--- src/rtl/pipeline_stall_controller_if.sv ---
// Pipeline control bundle: hazard/branch/memory status in, per-stage
// enables, flush controls and performance counters out.
interface pipeline_stall_controller_if #(
  parameter int CNT_WIDTH = 32
);
  logic                 lu_haz_sig;
  logic                 branch_taken;
  logic                 instr_mem_busy;
  logic                 data_mem_busy;
  logic                 clear_counters;
  logic                 pc_en;
  logic                 if_id_en;
  logic                 id_ex_en;
  logic                 ex_mem_en;
  logic                 mem_wb_en;
  logic                 if_id_flush;
  logic                 id_ex_flush;
  logic                 flush_pending;
  logic [CNT_WIDTH-1:0] stall_count;
  logic [CNT_WIDTH-1:0] flush_count;

  // Side that drives the status lines and consumes the controls.
  modport master (
    output lu_haz_sig, branch_taken, instr_mem_busy, data_mem_busy, clear_counters,
    input  pc_en, if_id_en, id_ex_en, ex_mem_en, mem_wb_en,
    input  if_id_flush, id_ex_flush, flush_pending, stall_count, flush_count
  );

  // The stall controller itself.
  modport slave (
    input  lu_haz_sig, branch_taken, instr_mem_busy, data_mem_busy, clear_counters,
    output pc_en, if_id_en, id_ex_en, ex_mem_en, mem_wb_en,
    output if_id_flush, id_ex_flush, flush_pending, stall_count, flush_count
  );
endinterface

--- src/rtl/pipeline_stall_controller.sv ---
// Central stall/flush sequencer for the 5-stage pipeline.
//
// state | meaning
// RUN   | normal operation, no wrong-path fetch outstanding
// PEND  | taken branch hit a busy fetch; the returning word must be discarded
module pipeline_stall_controller #(
  parameter int CNT_WIDTH = 32
) (
  input logic                       clk,
  input logic                       reset,
  pipeline_stall_controller_if.slave bus
);

  typedef enum logic {RUN, PEND} state_t;

  state_t               state;
  state_t               state_nxt;
  logic                 flush_hit;
  logic                 pc_en;
  logic                 if_id_en;
  logic                 id_ex_en;
  logic                 ex_mem_en;
  logic                 mem_wb_en;
  logic                 if_id_flush;
  logic                 id_ex_flush;
  logic [CNT_WIDTH-1:0] stall_cnt;
  logic [CNT_WIDTH-1:0] flush_cnt;

  // Priority-ordered control decode; the reset term keeps every register
  // frozen while the pipeline is held in reset.
  always_comb begin
    pc_en       = 1'b1;
    if_id_en    = 1'b1;
    id_ex_en    = 1'b1;
    ex_mem_en   = 1'b1;
    mem_wb_en   = 1'b1;
    if_id_flush = 1'b0;
    id_ex_flush = 1'b0;
    state_nxt   = state;
    flush_hit   = 1'b0;
    if (!reset || bus.data_mem_busy) begin
      pc_en     = 1'b0;
      if_id_en  = 1'b0;
      id_ex_en  = 1'b0;
      ex_mem_en = 1'b0;
      mem_wb_en = 1'b0;
    end else if (bus.branch_taken) begin
      // Hazard is ignored: its consumer in ID is being squashed.
      if_id_flush = 1'b1;
      id_ex_flush = 1'b1;
      flush_hit   = 1'b1;
      if (bus.instr_mem_busy) state_nxt = PEND;
    end else if (state == PEND) begin
      // PC already holds the branch target; hold it until the stale word is gone.
      pc_en       = 1'b0;
      if_id_flush = 1'b1;
      flush_hit   = 1'b1;
      if (!bus.instr_mem_busy) state_nxt = RUN;
    end else if (bus.lu_haz_sig) begin
      pc_en       = 1'b0;
      if_id_en    = 1'b0;
      id_ex_flush = 1'b1;
    end else if (bus.instr_mem_busy) begin
      pc_en       = 1'b0;
      if_id_flush = 1'b1;
    end
  end

  // State register and saturating performance counters.
  always_ff @(posedge clk or negedge reset) begin
    if (!reset) begin
      state     <= RUN;
      stall_cnt <= '0;
      flush_cnt <= '0;
    end else begin
      state <= state_nxt;
      if (bus.clear_counters) begin
        stall_cnt <= '0;
        flush_cnt <= '0;
      end else begin
        if (!pc_en && stall_cnt != '1) stall_cnt <= stall_cnt + CNT_WIDTH'(1);
        if (flush_hit && flush_cnt != '1) flush_cnt <= flush_cnt + CNT_WIDTH'(1);
      end
    end
  end

  assign bus.pc_en         = pc_en;
  assign bus.if_id_en      = if_id_en;
  assign bus.id_ex_en      = id_ex_en;
  assign bus.ex_mem_en     = ex_mem_en;
  assign bus.mem_wb_en     = mem_wb_en;
  assign bus.if_id_flush   = if_id_flush;
  assign bus.id_ex_flush   = id_ex_flush;
  assign bus.flush_pending = (state == PEND);
  assign bus.stall_count   = stall_cnt;
  assign bus.flush_count   = flush_cnt;

endmodule

--- src/flat_wrapper.sv ---
// flat-port wrapper written by rule: the top's interface ports become plain ports
module pipeline_stall_controller_flat 
#(
  parameter int CNT_WIDTH = 32
)
  (clk, reset, bus_lu_haz_sig, bus_branch_taken, bus_instr_mem_busy, bus_data_mem_busy, bus_clear_counters, bus_pc_en, bus_if_id_en, bus_id_ex_en, bus_ex_mem_en, bus_mem_wb_en, bus_if_id_flush, bus_id_ex_flush, bus_flush_pending, bus_stall_count, bus_flush_count);
  pipeline_stall_controller_if #(.CNT_WIDTH(CNT_WIDTH)) bus_i ();
  input logic clk;
  input logic reset;
  input wire logic [$bits(bus_i.lu_haz_sig)-1:0] bus_lu_haz_sig;
  input wire logic [$bits(bus_i.branch_taken)-1:0] bus_branch_taken;
  input wire logic [$bits(bus_i.instr_mem_busy)-1:0] bus_instr_mem_busy;
  input wire logic [$bits(bus_i.data_mem_busy)-1:0] bus_data_mem_busy;
  input wire logic [$bits(bus_i.clear_counters)-1:0] bus_clear_counters;
  output wire logic [$bits(bus_i.pc_en)-1:0] bus_pc_en;
  output wire logic [$bits(bus_i.if_id_en)-1:0] bus_if_id_en;
  output wire logic [$bits(bus_i.id_ex_en)-1:0] bus_id_ex_en;
  output wire logic [$bits(bus_i.ex_mem_en)-1:0] bus_ex_mem_en;
  output wire logic [$bits(bus_i.mem_wb_en)-1:0] bus_mem_wb_en;
  output wire logic [$bits(bus_i.if_id_flush)-1:0] bus_if_id_flush;
  output wire logic [$bits(bus_i.id_ex_flush)-1:0] bus_id_ex_flush;
  output wire logic [$bits(bus_i.flush_pending)-1:0] bus_flush_pending;
  output wire logic [$bits(bus_i.stall_count)-1:0] bus_stall_count;
  output wire logic [$bits(bus_i.flush_count)-1:0] bus_flush_count;
  assign bus_i.lu_haz_sig = bus_lu_haz_sig;
  assign bus_i.branch_taken = bus_branch_taken;
  assign bus_i.instr_mem_busy = bus_instr_mem_busy;
  assign bus_i.data_mem_busy = bus_data_mem_busy;
  assign bus_i.clear_counters = bus_clear_counters;
  assign bus_pc_en = bus_i.pc_en;
  assign bus_if_id_en = bus_i.if_id_en;
  assign bus_id_ex_en = bus_i.id_ex_en;
  assign bus_ex_mem_en = bus_i.ex_mem_en;
  assign bus_mem_wb_en = bus_i.mem_wb_en;
  assign bus_if_id_flush = bus_i.if_id_flush;
  assign bus_id_ex_flush = bus_i.id_ex_flush;
  assign bus_flush_pending = bus_i.flush_pending;
  assign bus_stall_count = bus_i.stall_count;
  assign bus_flush_count = bus_i.flush_count;
  pipeline_stall_controller #(.CNT_WIDTH(CNT_WIDTH)) u_core (.clk(clk), .reset(reset), .bus(bus_i));
endmodule
--- config.mk ---
export PLATFORM = sky130hd
export DESIGN_NAME = pipeline_stall_controller_flat
export DESIGN_NICKNAME = d
export VERILOG_FILES = /design/src/rtl/pipeline_stall_controller_if.sv /design/src/rtl/pipeline_stall_controller.sv /design/src/flat_wrapper.sv
export SDC_FILE = /design/constraint.sdc
export NUM_CORES = 1
export LEC_CHECK = 0
export CAP_MARGIN = 20
export CORE_MARGIN = 10
export CORE_UTILIZATION = 45
export CTS_BUF_LIST = sky130_fd_sc_hd__clkbuf_4 sky130_fd_sc_hd__clkbuf_8
export CTS_CLUSTER_SIZE = 20
export DETAILED_ROUTE_END_ITERATION = 16
export PLACE_DENSITY = 0.73
export SLEW_MARGIN = 20
export SYNTH_ARGS = -nofsm -noshare
export SYNTH_HDL_FRONTEND = slang
export SYNTH_SLANG_ARGS = --single-unit
export TNS_END_PERCENT = 20
--- constraint.sdc ---
create_clock -name clk -period 6.65 [get_ports clk]
set_clock_uncertainty 0.05 [all_clocks]
set_input_delay 1.995 -clock clk [delete_from_list [all_inputs] [get_ports clk]]
set_output_delay 1.995 -clock clk [all_outputs]
set_load 0.02 [all_outputs]
== After elaboration in Yosys (flattened, before gate mapping) ==
Index checks and enable logic that the tools add are counted.

* Reduce and logical (&&, ||, !) cells: 8
* Eq/ne operators: 3
* Multiplexer cells: 29
* Add/sub/neg operators: 2
* Bitwise gates (word level): 1

{| class="wikitable"
|+ Operators with widths
! kind !! number
|-
| 32-bit 2-to-1 mux || 4
|-
| 32-bit by 1-bit adder with 32-bit output (second input constant) || 2
|-
| 32-bit != test (second input constant) || 2
|-
| 1-bit 2-to-1 mux || 25
|-
| 2-bit nonzero test || 2
|-
| 1-bit logical AND || 2
|-
| 1-bit zero test || 2
|-
| 2-bit by 1-bit != test with 1-bit output (second input constant) || 1
|-
| 2-bit AND reduction || 1
|-
| 1-bit logical OR || 1
|-
| 1-bit inverter || 1
|}

* Input port bits: 7
* Register bits: 65

== Longest topological paths before layout ==
Gate-level depths: netlist of the first run.

* Word-level depth: 9
* Depth in mapped cells: 9
* Depth with buffers taken out: 7

== Worst setup path after synthesis of the first run ==
No wires, ideal clock.

* Kind: input port to output port
* Start: input bus_data_mem_busy
* End: output bus_pc_en
* Stages on the path: 6
* Arrival time: 2.994 ns
* Required time: 4.605 ns
* Path slack: 1.611 ns
* Cell sequence: nand2b_1 buf_2 inv_1 o21ai_2 inv_1 buf_2

* Longest elaborated chain between the ends: 2

{| class="wikitable"
|+ Ends and longest elaborated chain
! element !! line !! source
|-
| start: declaration || flat_wrapper.sv:13 || <nowiki>input wire logic [$bits(bus_i.data_mem_busy)-1:0] bus_data_mem_busy;</nowiki>
|-
| 1-bit logical OR || pipeline_stall_controller.sv:41 || <nowiki>if (!reset || bus.data_mem_busy) begin</nowiki>
|-
| 1-bit 2-to-1 mux || pipeline_stall_controller.sv:41 ||
|-
| end: declaration || flat_wrapper.sv:15 || <nowiki>output wire logic [$bits(bus_i.pc_en)-1:0] bus_pc_en;</nowiki>
|}

No other way between the ends.

== Worst setup path after layout of the first run ==
Same ends and word-level chain as after synthesis.

==> run summary, run 1 <==
Cells after synthesis - 426
Post-CTS Setup Inserts - 0
Detailed Route WL - 10,600 µm
# rows - 33
DP Area - 4700 µm²
Syn nets - 435
LEAKAGE - 1.80 nW
Seq pwr share - 0.525
Power Density - 158 nW/µm²
Hold Vio Cnt, Final - 0
Yosys top cell area share - 0.416
Arr. time, crit path - 4.15 ns
H-tree levels - 3
Met1 Track Usage GR - 0.215
CP startpoint kind - primary input
Synth Register Bits - 65
WP data required - 4.61 ns
Maximum VDD drop - 87.5 µV
Share of cells above drive strength 1 - 0.0982
Die area - 12,800 µm²
Number of vias per cell - 6.04
Top_reg_cell synth - dfrtp_1
Status - complete, no violations
Crit Path Max Fanout - 14
Wire length per cell - 17.6 µm
Via count of the routed design - 3,649
CTS max path bufs - 2
Final Net Count - 503
Worst min-delay path category - flop to flop
Switching power total - 0.198 mW
M2 GR Usage - 0.252
Port Buffer Count - 78
Initial DRT Pass Iterations - 4
Ys async rst share - 1.00
Die Height - 113 µm
Met3 GRT Util - 0.0438
Placer congestion estimate - 0.846
CTS buffer count - 9
Worst-path clk slew - 0.07 ns
Die width - 113 µm
Initial Util - 0.469
Num Clock Sinks - 65
IO Count - 79
Global-route usage over all layers - 0.165
Clk network pwr share - 0.404
Comb power frac - 0.071
Resize count post-CTS - 0
Final Max Slew Viols - 0
Top post-synthesis cells by area - dfrtp_1 (42%), a21oi_1 (5.5%), or4_1 (4.8%)
Wire length of the first global-routing pass - 17,600 µm
GRT overflow - 0
Mapped Area - 3910 µm²
Design area - 4880 µm²
Post-synthesis sequential area ratio - 0.416
Post-synth EDFFs - 0
CTS tree - built
Post-DP HPWL - 7600 µm
Switching Share - 0.258
Crit share post-route - 0.931
1st-iter DRT viols - 201
Min Tclk post-route - 6.19 ns
P&R area growth vs syn - 24.7%
YS warnings - 0
CTS root buf - clkbuf_8
Layer with the highest usage - met2
Clock latency on the worst-skew pair - 0.35 ns
Final ANT Viol Nets - 0
Max Freq - 162 MHz
Largest net degree at the start of global routing - 66
Average footprint of a synthesized cell - 9.18 µm²
Max-cap violations - 0
Worst-Margin Slew - 0.852 ns
Crit path kind - primary input to primary output
Residual DRC - 0
Unrepaired setup endpoints after global routing - false
Library cells used by synthesis - 48
Initial antenna violation count - 0
# setup viols final - 0
Worst setup EP type - primary output
Synth area leader - dfrtp_1
Cell-internal power - 0.571 mW
CTS Hold Bufs - 0
Vias in the first global route - 3,415
N_diodes - 0
Core ar. - 8340 µm²
Setup TNS - 0 ns
Worst slew margin - 0.430
==> metrics by stage <==
stage	total power [mW]	cells	worst slack (ns)	hold slack (ns)	utilization
2_1_floorplan	0.438	426	1.61	0.588	-
3_3_place_gp	0.466	588	0.631	0.506	0.563
3_5_place_dp	0.466	588	0.503	0.519	0.563
4_1_cts	0.777	604	0.481	0.529	0.585
5_1_grt	0.796	604	0.342	0.562	0.585
6_report	0.769	604	0.459	0.529	0.585
==> cells in the mapped netlist (10+ instances only) <==
library cell	count
or4_1	25
o21ai_0	18
nand3_1	23
clkbuf_1	10
dfrtp_1	65
or3_1	18
nand2_1	21
nor2_1	36
nor4_1	12
o31ai_1	22
a21oi_1	43
inv_1	13
nand4_1	17
==> state kept, by name (all words and copies together), names as in the netlist <==
register                  count
u_core.bus.stall_count       32
u_core.bus.flush_count       32
u_core.bus.flush_pending      1
==> per-layer routing <==
| metal | vias up | part of all wire |
|---|---|---|
| met2 | 95 | 0.46 |
| li1 | 1756 | - |
| met3 | 12 | 0.066 |
| met4 | 0 | 0.015 |
| met1 | 1786 | 0.45 |
| met5 | - | 0 |
==> worst max-delay path: stages <==
cell,delay [ns]
clkdlybuf4s50_1,0.40
nand2b_1,0.28
inv_1,0.26
o21ai_2,0.17
inv_1,0.34
clkdlybuf4s50_1,0.70
==> cells by family (layout without fill, tap and decap cells) <==
group | Yosys count | count (layout) | synth area share
simple gates | 203 | 203 | 0.318
compound gates | 95 | 95 | 0.146
flops | 65 | 65 | 0.416
buf+inv | 37 | 110 | 0.0483
mux | 16 | 16 | 0.0476
xor+xnor | 8 | 8 | 0.0179
fa+ha+maj | 2 | 2 | 0.00639
==> cell usage in the layout (no fill, tap or decap), types with 9 or more instances in the layout <==
cell             count
clkbuf_8            11
o21ai_0             18
nand4_1             17
nor4_1              12
nand2_1             21
dfrtp_1             65
o31ai_1             22
nand3_1             23
clkdlybuf4s50_1     76
or4_1               25
nor2_1              36
inv_1               13
or3_1               18
a21oi_1             43
nor2b_1              9
==> power groups by stage <==
stage                     Combinational (mW)  Clock, mW  Sequential [mW]
final                                 0.0547      0.311            0.403
after global routing                  0.0603      0.332            0.404
after detailed placement              0.0554          0            0.411
after CTS                             0.0561      0.318            0.403
after global placement                0.0546          0            0.411
after floorplan                       0.0242          0            0.414
==> path summary, 6_finish.rpt <==
path / startpoint / end / slack [ns] / cells past startpoint
max reg2reg: u_core.bus.stall_count[8] / u_core.bus.stall_count[25] / 3.80 / 5
min reg2reg: u_core.bus.stall_count[7] / u_core.bus.stall_count[7] / 0.53 / 2
max: bus_data_mem_busy / bus_pc_en / 0.46 / 6
max in group asynchronous: reset / u_core.bus.flush_count[15] / 4.18 / 2
min in group asynchronous: reset / u_core.bus.stall_count[4] / 1.81 / 2
min: u_core.bus.stall_count[7] / u_core.bus.stall_count[7] / 0.53 / 2
==> final cells by class <==
class / instances / area (µm²)
Fill cell: 732 / 3460
Multi-Input combinational cell: 324 / 2100
Sequential cell: 65 / 1630
Timing Repair Buffer: 81 / 793
Clock buffer: 11 / 151
Tap cell: 105 / 131
Inverter: 13 / 48.8
Clock inverter: 5 / 30.0
(Power assumes the default switching activity.)
==> run 2, diff against run 1 <==
--- a/config.mk
+++ b/config.mk
@@ -6,7 +6,6 @@
 export NUM_CORES = 1
 export LEC_CHECK = 0
 export CAP_MARGIN = 20
-export CORE_MARGIN = 10
 export CORE_UTILIZATION = 45
 export CTS_BUF_LIST = sky130_fd_sc_hd__clkbuf_4 sky130_fd_sc_hd__clkbuf_8
 export CTS_CLUSTER_SIZE = 20
==> run 2 against run 1 <==
First-iteration DRC count up 44%. Final cell count unchanged. Register-to-register slack worse by 0.02 ns. Final area up 0.13%. Count of clock-buffer cells in the layout up 1. Combinational power about the same. Via count up 0.96%. Critical path type unchanged. Sequential share of layout area about the same. Utilization up 0.37 points.
==> run summary, run 2 (synthesized netlist as in run 1, its figures left out) <==
Core ar. - 8300 µm² (-0.50%)
CTS max path bufs - 2 (unchanged)
Residual DRC - 0 (unchanged)
Via count of the routed design - 3,684 (+0.96%)
1st-iter DRT viols - 289 (+44%)
Die area - 9070 µm² (-29%)
Critical path buffer and inverter count - 5 (+1)
H-tree levels - 3 (unchanged)
LEAKAGE - 1.81 nW (+0.68%)
CTS Hold Bufs - 0 (unchanged)
CTS root buf - clkbuf_8
Wire length per cell - 16.9 µm (-4.2%)
Most common cell after layout, fill and taps aside - clkdlybuf4s50_1
Global-route usage over all layers - 0.239 (+0.0746)
Multi-input gate area - 2100 µm² (unchanged)
Post-DP HPWL - 7250 µm (-4.7%)
Register Area - 1630 µm² (unchanged)
CTS tree - built
Num Clock Sinks - 65 (unchanged)
Port Buffer Count - 78 (unchanged)
Worst setup EP type - primary output
Wire length of the first global-routing pass - 16,600 µm (-5.8%)
Final Max Slew Viols - 0 (unchanged)
Worst slew margin - 0.391 (-0.0389)
Die width - 95.2 µm (-16%)
Placer congestion estimate - 0.862 (+2.0%)
Setup TNS - 0 ns (unchanged)
Unrepaired setup endpoints after global routing - false
Detailed Route WL - 10,200 µm (-4.2%)
Arr. time, crit path - 4.07 ns (-0.08 ns)
PnR Total Power - 0.770 mW (+0.21%)
Filler Cells Inserted - 738 (+0.82%)
Worst-path cell chain - clkdlybuf4s50_1 > nand2b_1 > inv_1 > o21ai_2 > inv_1 > buf_4 > clkdlybuf4s50_1
Hold Vio Cnt, Final - 0 (unchanged)
Status - complete, no violations
Initial antenna violation count - 0 (unchanged)
Post-CTS Setup Inserts - 0 (unchanged)
Power Density - 158 nW/µm² (about the same)
IO Count - 79 (unchanged)
Crit path kind - primary input to primary output
Max incr delay on CP - 0.64 ns (-0.06 ns)
Share of cells above drive strength 1 - 0.0982 (unchanged)
Initial Util - 0.471 (+0.00233)
Worst-Margin Slew - 0.910 ns (+0.0580 ns)
CTS buffer count - 9 (unchanged)
Final ANT Viol Nets - 0 (unchanged)
PnR worst setup slack - 0.532 ns (+0.0724 ns)
CP startpoint kind - primary input
# setup viols final - 0 (unchanged)
# rows - 33 (unchanged)
N_diodes - 0 (unchanged)
Final Net Count - 504 (+0.20%)
Initial DRT Pass Iterations - 5 (+1)
Clock latency on the worst-skew pair - 0.35 ns (about the same)
Crit-path slowest cell - clkdlybuf4s50_1
Resize count post-CTS - 0 (unchanged)
Worst-path clk slew - 0.07 ns (about the same)
Maximum VDD drop - 101 µV (+15%)
Worst min-delay path category - flop to flop
Max-cap violations - 0 (unchanged)
DP Area - 4700 µm² (+0.16%)
Crit share post-route - 0.920 (-0.0109)
Crit Path Max Fanout - 14 (unchanged)
Vias in the first global route - 3,285 (-3.8%)
GRT overflow - 0 (unchanged)
P&R area growth vs syn - 24.8%
Min Tclk post-route - 6.12 ns (-0.0724 ns)
Most frequent cells in the layout - clkdlybuf4s50_1 (76), dfrtp_1 (65), a21oi_1 (43)
Largest delay contributor family on the critical path - buffers and inverters
Largest net degree at the start of global routing - 66 (unchanged)
Post-place setup slack - 0.546 ns (+0.0430 ns)
Number of vias per cell - 6.10 (+0.96%)
Design area - 4880 µm² (+0.13%)
WP data required - 4.61 ns (about the same)
Max Freq - 163 MHz (+1.2%)
Die Height - 95.2 µm (-16%)
run 2: cell types whose count changed in the layout (fill, tap and decap cells not counted), sizes merged:
cell / previous run / this run
clkinvlp: 2 / 0
clkbuf: 11 / 12
buf: 5 / 6
run 2: power by group:
part | switching, mW | total [mW] | leakage, nW | internal [mW]
logic | 0.0357 | 0.0549 | 0.815 | 0.0192
registers | 0.00555 | 0.404 | 0.901 | 0.398
clock network | 0.150 | 0.312 | 0.0980 | 0.162
total | 0.191 | 0.770 | 1.81 | 0.579
run 2: final cells by class:
cell class / instances / area share
sequential: 65 / 0.333
timing repair buffer: 82 / 0.164
clock inverter: 3 / 0.00307
tap: 105 / 0.0269
multi-input combinational: 324 / 0.429
clock buffer: 12 / 0.0338
inverter: 13 / 0.00999
run 2: path summary, 6_finish.rpt:
| check | startpoint | cells past startpoint | slack (ns) | to |
|---|---|---|---|---|
| max reg2reg | u_core.bus.stall_count[8] | 5 | 3.78 | u_core.bus.stall_count[27] |
| min reg2reg | u_core.bus.flush_count[14] | 2 | 0.53 | u_core.bus.flush_count[14] |
| max in group asynchronous | reset | 2 | 4.15 | u_core.bus.stall_count[23] |
| min | u_core.bus.flush_count[14] | 2 | 0.53 | u_core.bus.flush_count[14] |
| max | bus_data_mem_busy | 7 | 0.53 | bus_pc_en |
| min in group asynchronous | reset | 2 | 1.83 | u_core.bus.stall_count[27] |
run 2: worst register-to-register path, delay by kind of cell, from the launching register on:
kind | cells | cell delay [ns]
DFF | 1 | 0.51
muxes | 1 | 0.33
and+or+nand+nor | 4 | 1.89
run 2: per-stage QoR:
step,std cells,hold WS (ns),util
finish,604,0.534,0.589
global route,604,0.563,0.589
CTS,604,0.535,0.589
detailed placement,589,0.524,0.567
global placement,589,0.512,0.567
floorplan,426,0.588,-
run 2: per-layer routing:
layer,track usage,wire (µm)
met2,0.349,4720
met3,0.0526,601
met1,0.350,4730
met5,0,0
met4,0.0770,151
==> patch (config.mk and constraints of run 2) <==
`CNT_WIDTH` is set to 32 in 3 places; all go to 16.
--- a/src/rtl/pipeline_stall_controller_if.sv
+++ b/src/rtl/pipeline_stall_controller_if.sv
@@ -1,7 +1,7 @@
 // Pipeline control bundle: hazard/branch/memory status in, per-stage
 // enables, flush controls and performance counters out.
 interface pipeline_stall_controller_if #(
-  parameter int CNT_WIDTH = 32
+  parameter int CNT_WIDTH = 16
 );
   logic                 lu_haz_sig;
   logic                 branch_taken;
--- a/src/rtl/pipeline_stall_controller.sv
+++ b/src/rtl/pipeline_stall_controller.sv
@@ -4,7 +4,7 @@
 // RUN   | normal operation, no wrong-path fetch outstanding
 // PEND  | taken branch hit a busy fetch; the returning word must be discarded
 module pipeline_stall_controller #(
-  parameter int CNT_WIDTH = 32
+  parameter int CNT_WIDTH = 16
 ) (
   input logic                       clk,
   input logic                       reset,
--- a/src/flat_wrapper.sv
+++ b/src/flat_wrapper.sv
@@ -1,7 +1,7 @@
 // flat-port wrapper written by rule: the top's interface ports become plain ports
 module pipeline_stall_controller_flat 
 #(
-  parameter int CNT_WIDTH = 32
+  parameter int CNT_WIDTH = 16
 )
   (clk, reset, bus_lu_haz_sig, bus_branch_taken, bus_instr_mem_busy, bus_data_mem_busy, bus_clear_counters, bus_pc_en, bus_if_id_en, bus_id_ex_en, bus_ex_mem_en, bus_mem_wb_en, bus_if_id_flush, bus_id_ex_flush, bus_flush_pending, bus_stall_count, bus_flush_count);
   pipeline_stall_controller_if #(.CNT_WIDTH(CNT_WIDTH)) bus_i ();
Ports: changed (resized bus_flush_count and bus_stall_count); port bits go from 79 to 47. No check against the original RTL was run, so the function may have changed too.
==> patch against run 2 <==
Synthesized area decreased by 48%. Combinational power decreased by 20%. Non-clock buffer count fell by 33. Routed wire length is 51% lower. First-iteration DRC count is 36% lower. Clock power fell by 49%. Sequential cell count shrank 32. Worst setup slack improved by 0.39 ns. Final area down 47%. Total power down 47%. Largest cell class unchanged. Hold slack about the same.
==> patch: results (changes against run 2) <==
[outcome]
status = finished clean  ; unchanged

[placement]
dpl.hpwl_um = 3330  ; was 7250 um
dp.cells = 307  ; was 589
port_buffers = 46  ; was 78
gp_congestion = 0.820  ; was 0.862

[synthesis]
yosysUniqueCellTypes = 37  ; was 48
ys_top_cells_by_count = dfrtp_1 (33), a21oi_1 (28), o31ai_1 (18)  ; was dfrtp_1 (65), a21oi_1 (43), nor2_1 (36)
yosysWarnings = 0  ; unchanged
avgSynthCellArea_um2 = 9.10  ; was 9.18 um2
ys_seq_area_share_pct = 40.7  ; was 41.6%
yosys-top-cells-area = dfrtp_1 (41%), a21oi_1 (6.9%), o31ai_1 (6.7%), or4_1 (6.3%), nand4_1 (4.3%)  ; was dfrtp_1 (42%), a21oi_1 (5.5%), or4_1 (4.8%), o31ai_1 (4.2%), nor2_1 (3.5%)
async_reset_ff_share_pct = 100  ; unchanged
yosys.area.top_type = dfrtp_1  ; unchanged
syn_nets = 232  ; was 435

[sta]
relSlewSlack_pct = 51.2  ; was 39.1%

[grt]
first_global_vias = 1764  ; was 3285
grt_max_degree = 38  ; was 66
grt_pass1_wl_um = 8310  ; was 16600 um
antenna_found_initial = 0  ; unchanged
track_usage_pct = 21.6  ; was 23.9%

[routing]
drt-total-wl_um = 4970  ; was 10200 um
dr.pass1.iters = 4  ; was 5
drt_iter0_drc = 184  ; was 289
vias = 1976  ; was 3684

[worst_setup_path]
r2r-end = u_core.bus.stall_count[13]$_DFFE_PN0P_  ; was u_core.bus.stall_count[27]$_DFFE_PN0P_
regToRegSetupSlack_ns = 4.39  ; was 3.78 ns
r2r_start = u_core.bus.stall_count[0]$_DFFE_PN0P_  ; was u_core.bus.stall_count[8]$_DFFE_PN0P_
end_kind = primary output  ; unchanged
crit_arrival_ns = 3.68  ; was 4.07 ns
critical_path.endpoint = bus_pc_en  ; unchanged
max_stage_delay_ns = 0.63
crit_fanout = 4  ; was 14
crit_slowest_cell = clkdlybuf4s50_1  ; unchanged
startpoint = bus_instr_mem_busy  ; was bus_data_mem_busy

[finish]
stdcell_count = 314  ; was 604
n_antenna_cell = 0  ; unchanged
drive_above_1_share_pct = 9.54  ; was 9.82%
fill_cells = 368  ; was 738
nets = 271  ; was 504

[cts]
cts-buffers-inserted = 5  ; was 9
clk_pin_slew_ns = 0.06
insertion_delay_ns = 0.29  ; was 0.35 ns
htreeDepth = 2  ; was 3
root_buffer = clkbuf_8  ; unchanged
cts_resized = 0  ; unchanged
postCtsSetupBuffers = 0  ; unchanged

[pwr]
p_sw_mw = 0.102  ; was 0.191 mW
total_power_mw = 0.410  ; was 0.770 mW
vdd_drop_max_mv = 0.0774  ; was 0.101 mV
p_leak_nw = 0.936  ; was 1.81 nW

[worst_hold_path]
min_path_type = flop to flop  ; unchanged

## patch: cell count changes after synthesis, moves of 10 or more
cell	delta
dfrtp_1	-32
a21oi_1	-15
nor2_1	-27
nand2_1	-10
o21ai_0	-10
nand3_1	-16
or3_1	-13
## patch: metrics by stage
stage	hold WS [ns]	worst slack [ns]	util, %	area, um2
after floorplan	0.598	1.62	-	2030
after global routing	0.569	0.863	59.0	2570
final	0.534	0.921	59.0	2570
after CTS	0.538	0.929	59.0	2570
after detailed placement	0.529	0.929	56.9	2480
after global placement	0.523	0.949	56.9	2480
## patch: layout make-up
class,instances,area [um2],share of cell area (%)
clock buffer,7,90.1,3.51
inverter,4,15.0,0.585
multi-input combinational,169,1090,42.4
sequential,33,826,32.1
tap,52,65.1,2.53
timing repair buffer,49,483,18.8
## patch: worst min-delay path by stage
stage,startpoint,end,cells after the start
finish,u_core.bus.stall_count[11]$_DFFE_PN0P_,u_core.bus.stall_count[11]$_DFFE_PN0P_,2
global route,u_core.bus.stall_count[7]$_DFFE_PN0P_,u_core.bus.stall_count[7]$_DFFE_PN0P_,2
floorplan,u_core.bus.stall_count[4]$_DFFE_PN0P_,u_core.bus.stall_count[4]$_DFFE_PN0P_,2
global placement,u_core.bus.stall_count[4]$_DFFE_PN0P_,u_core.bus.stall_count[4]$_DFFE_PN0P_,2
CTS,u_core.bus.stall_count[11]$_DFFE_PN0P_,u_core.bus.stall_count[11]$_DFFE_PN0P_,2
detailed placement,u_core.bus.stall_count[11]$_DFFE_PN0P_,u_core.bus.stall_count[11]$_DFFE_PN0P_,2
## patch: power groups by stage
stage / Sequential (mW) / Clock, mW / Combinational, mW
2_1_floorplan: 0.214 / 0 / 0.0193
3_3_place_gp: 0.211 / 0 / 0.0435
3_5_place_dp: 0.211 / 0 / 0.0440
4_1_cts: 0.207 / 0.163 / 0.0444
5_1_grt: 0.208 / 0.172 / 0.0481
6_report: 0.207 / 0.159 / 0.0438
## patch: metal layers
layer  track usage [%]  up-vias  routed length [um]
met5                 0        -                   0
met2              32.0       63                2280
met1              30.3      956                2330
met4              10.4        0                 104
li1                  -      948                   -
met3              3.80        9                 252
## patch: worst max-delay path: cells and delay by family
kind | cells | cell delay (ns)
and+or+nand+nor | 1 | 0.41
AOI/OAI and AO/OA | 1 | 0.19
buffers and inverters | 2 | 1.09
## patch: cell families (layout without fill, tap and decap cells)
| family | after synthesis | after routing | share of synthesized area (%) |
|---|---|---|---|
| multiplexers | 5 | 5 | 2.77 |
| AO/OA/AOI/OAI | 59 | 59 | 17.7 |
| adder cells (fa/ha/maj) | 2 | 2 | 1.23 |
| flip-flops | 33 | 33 | 40.7 |
| AND/OR/NAND/NOR | 103 | 103 | 31.8 |
| buffers and inverters | 21 | 60 | 5.80 |
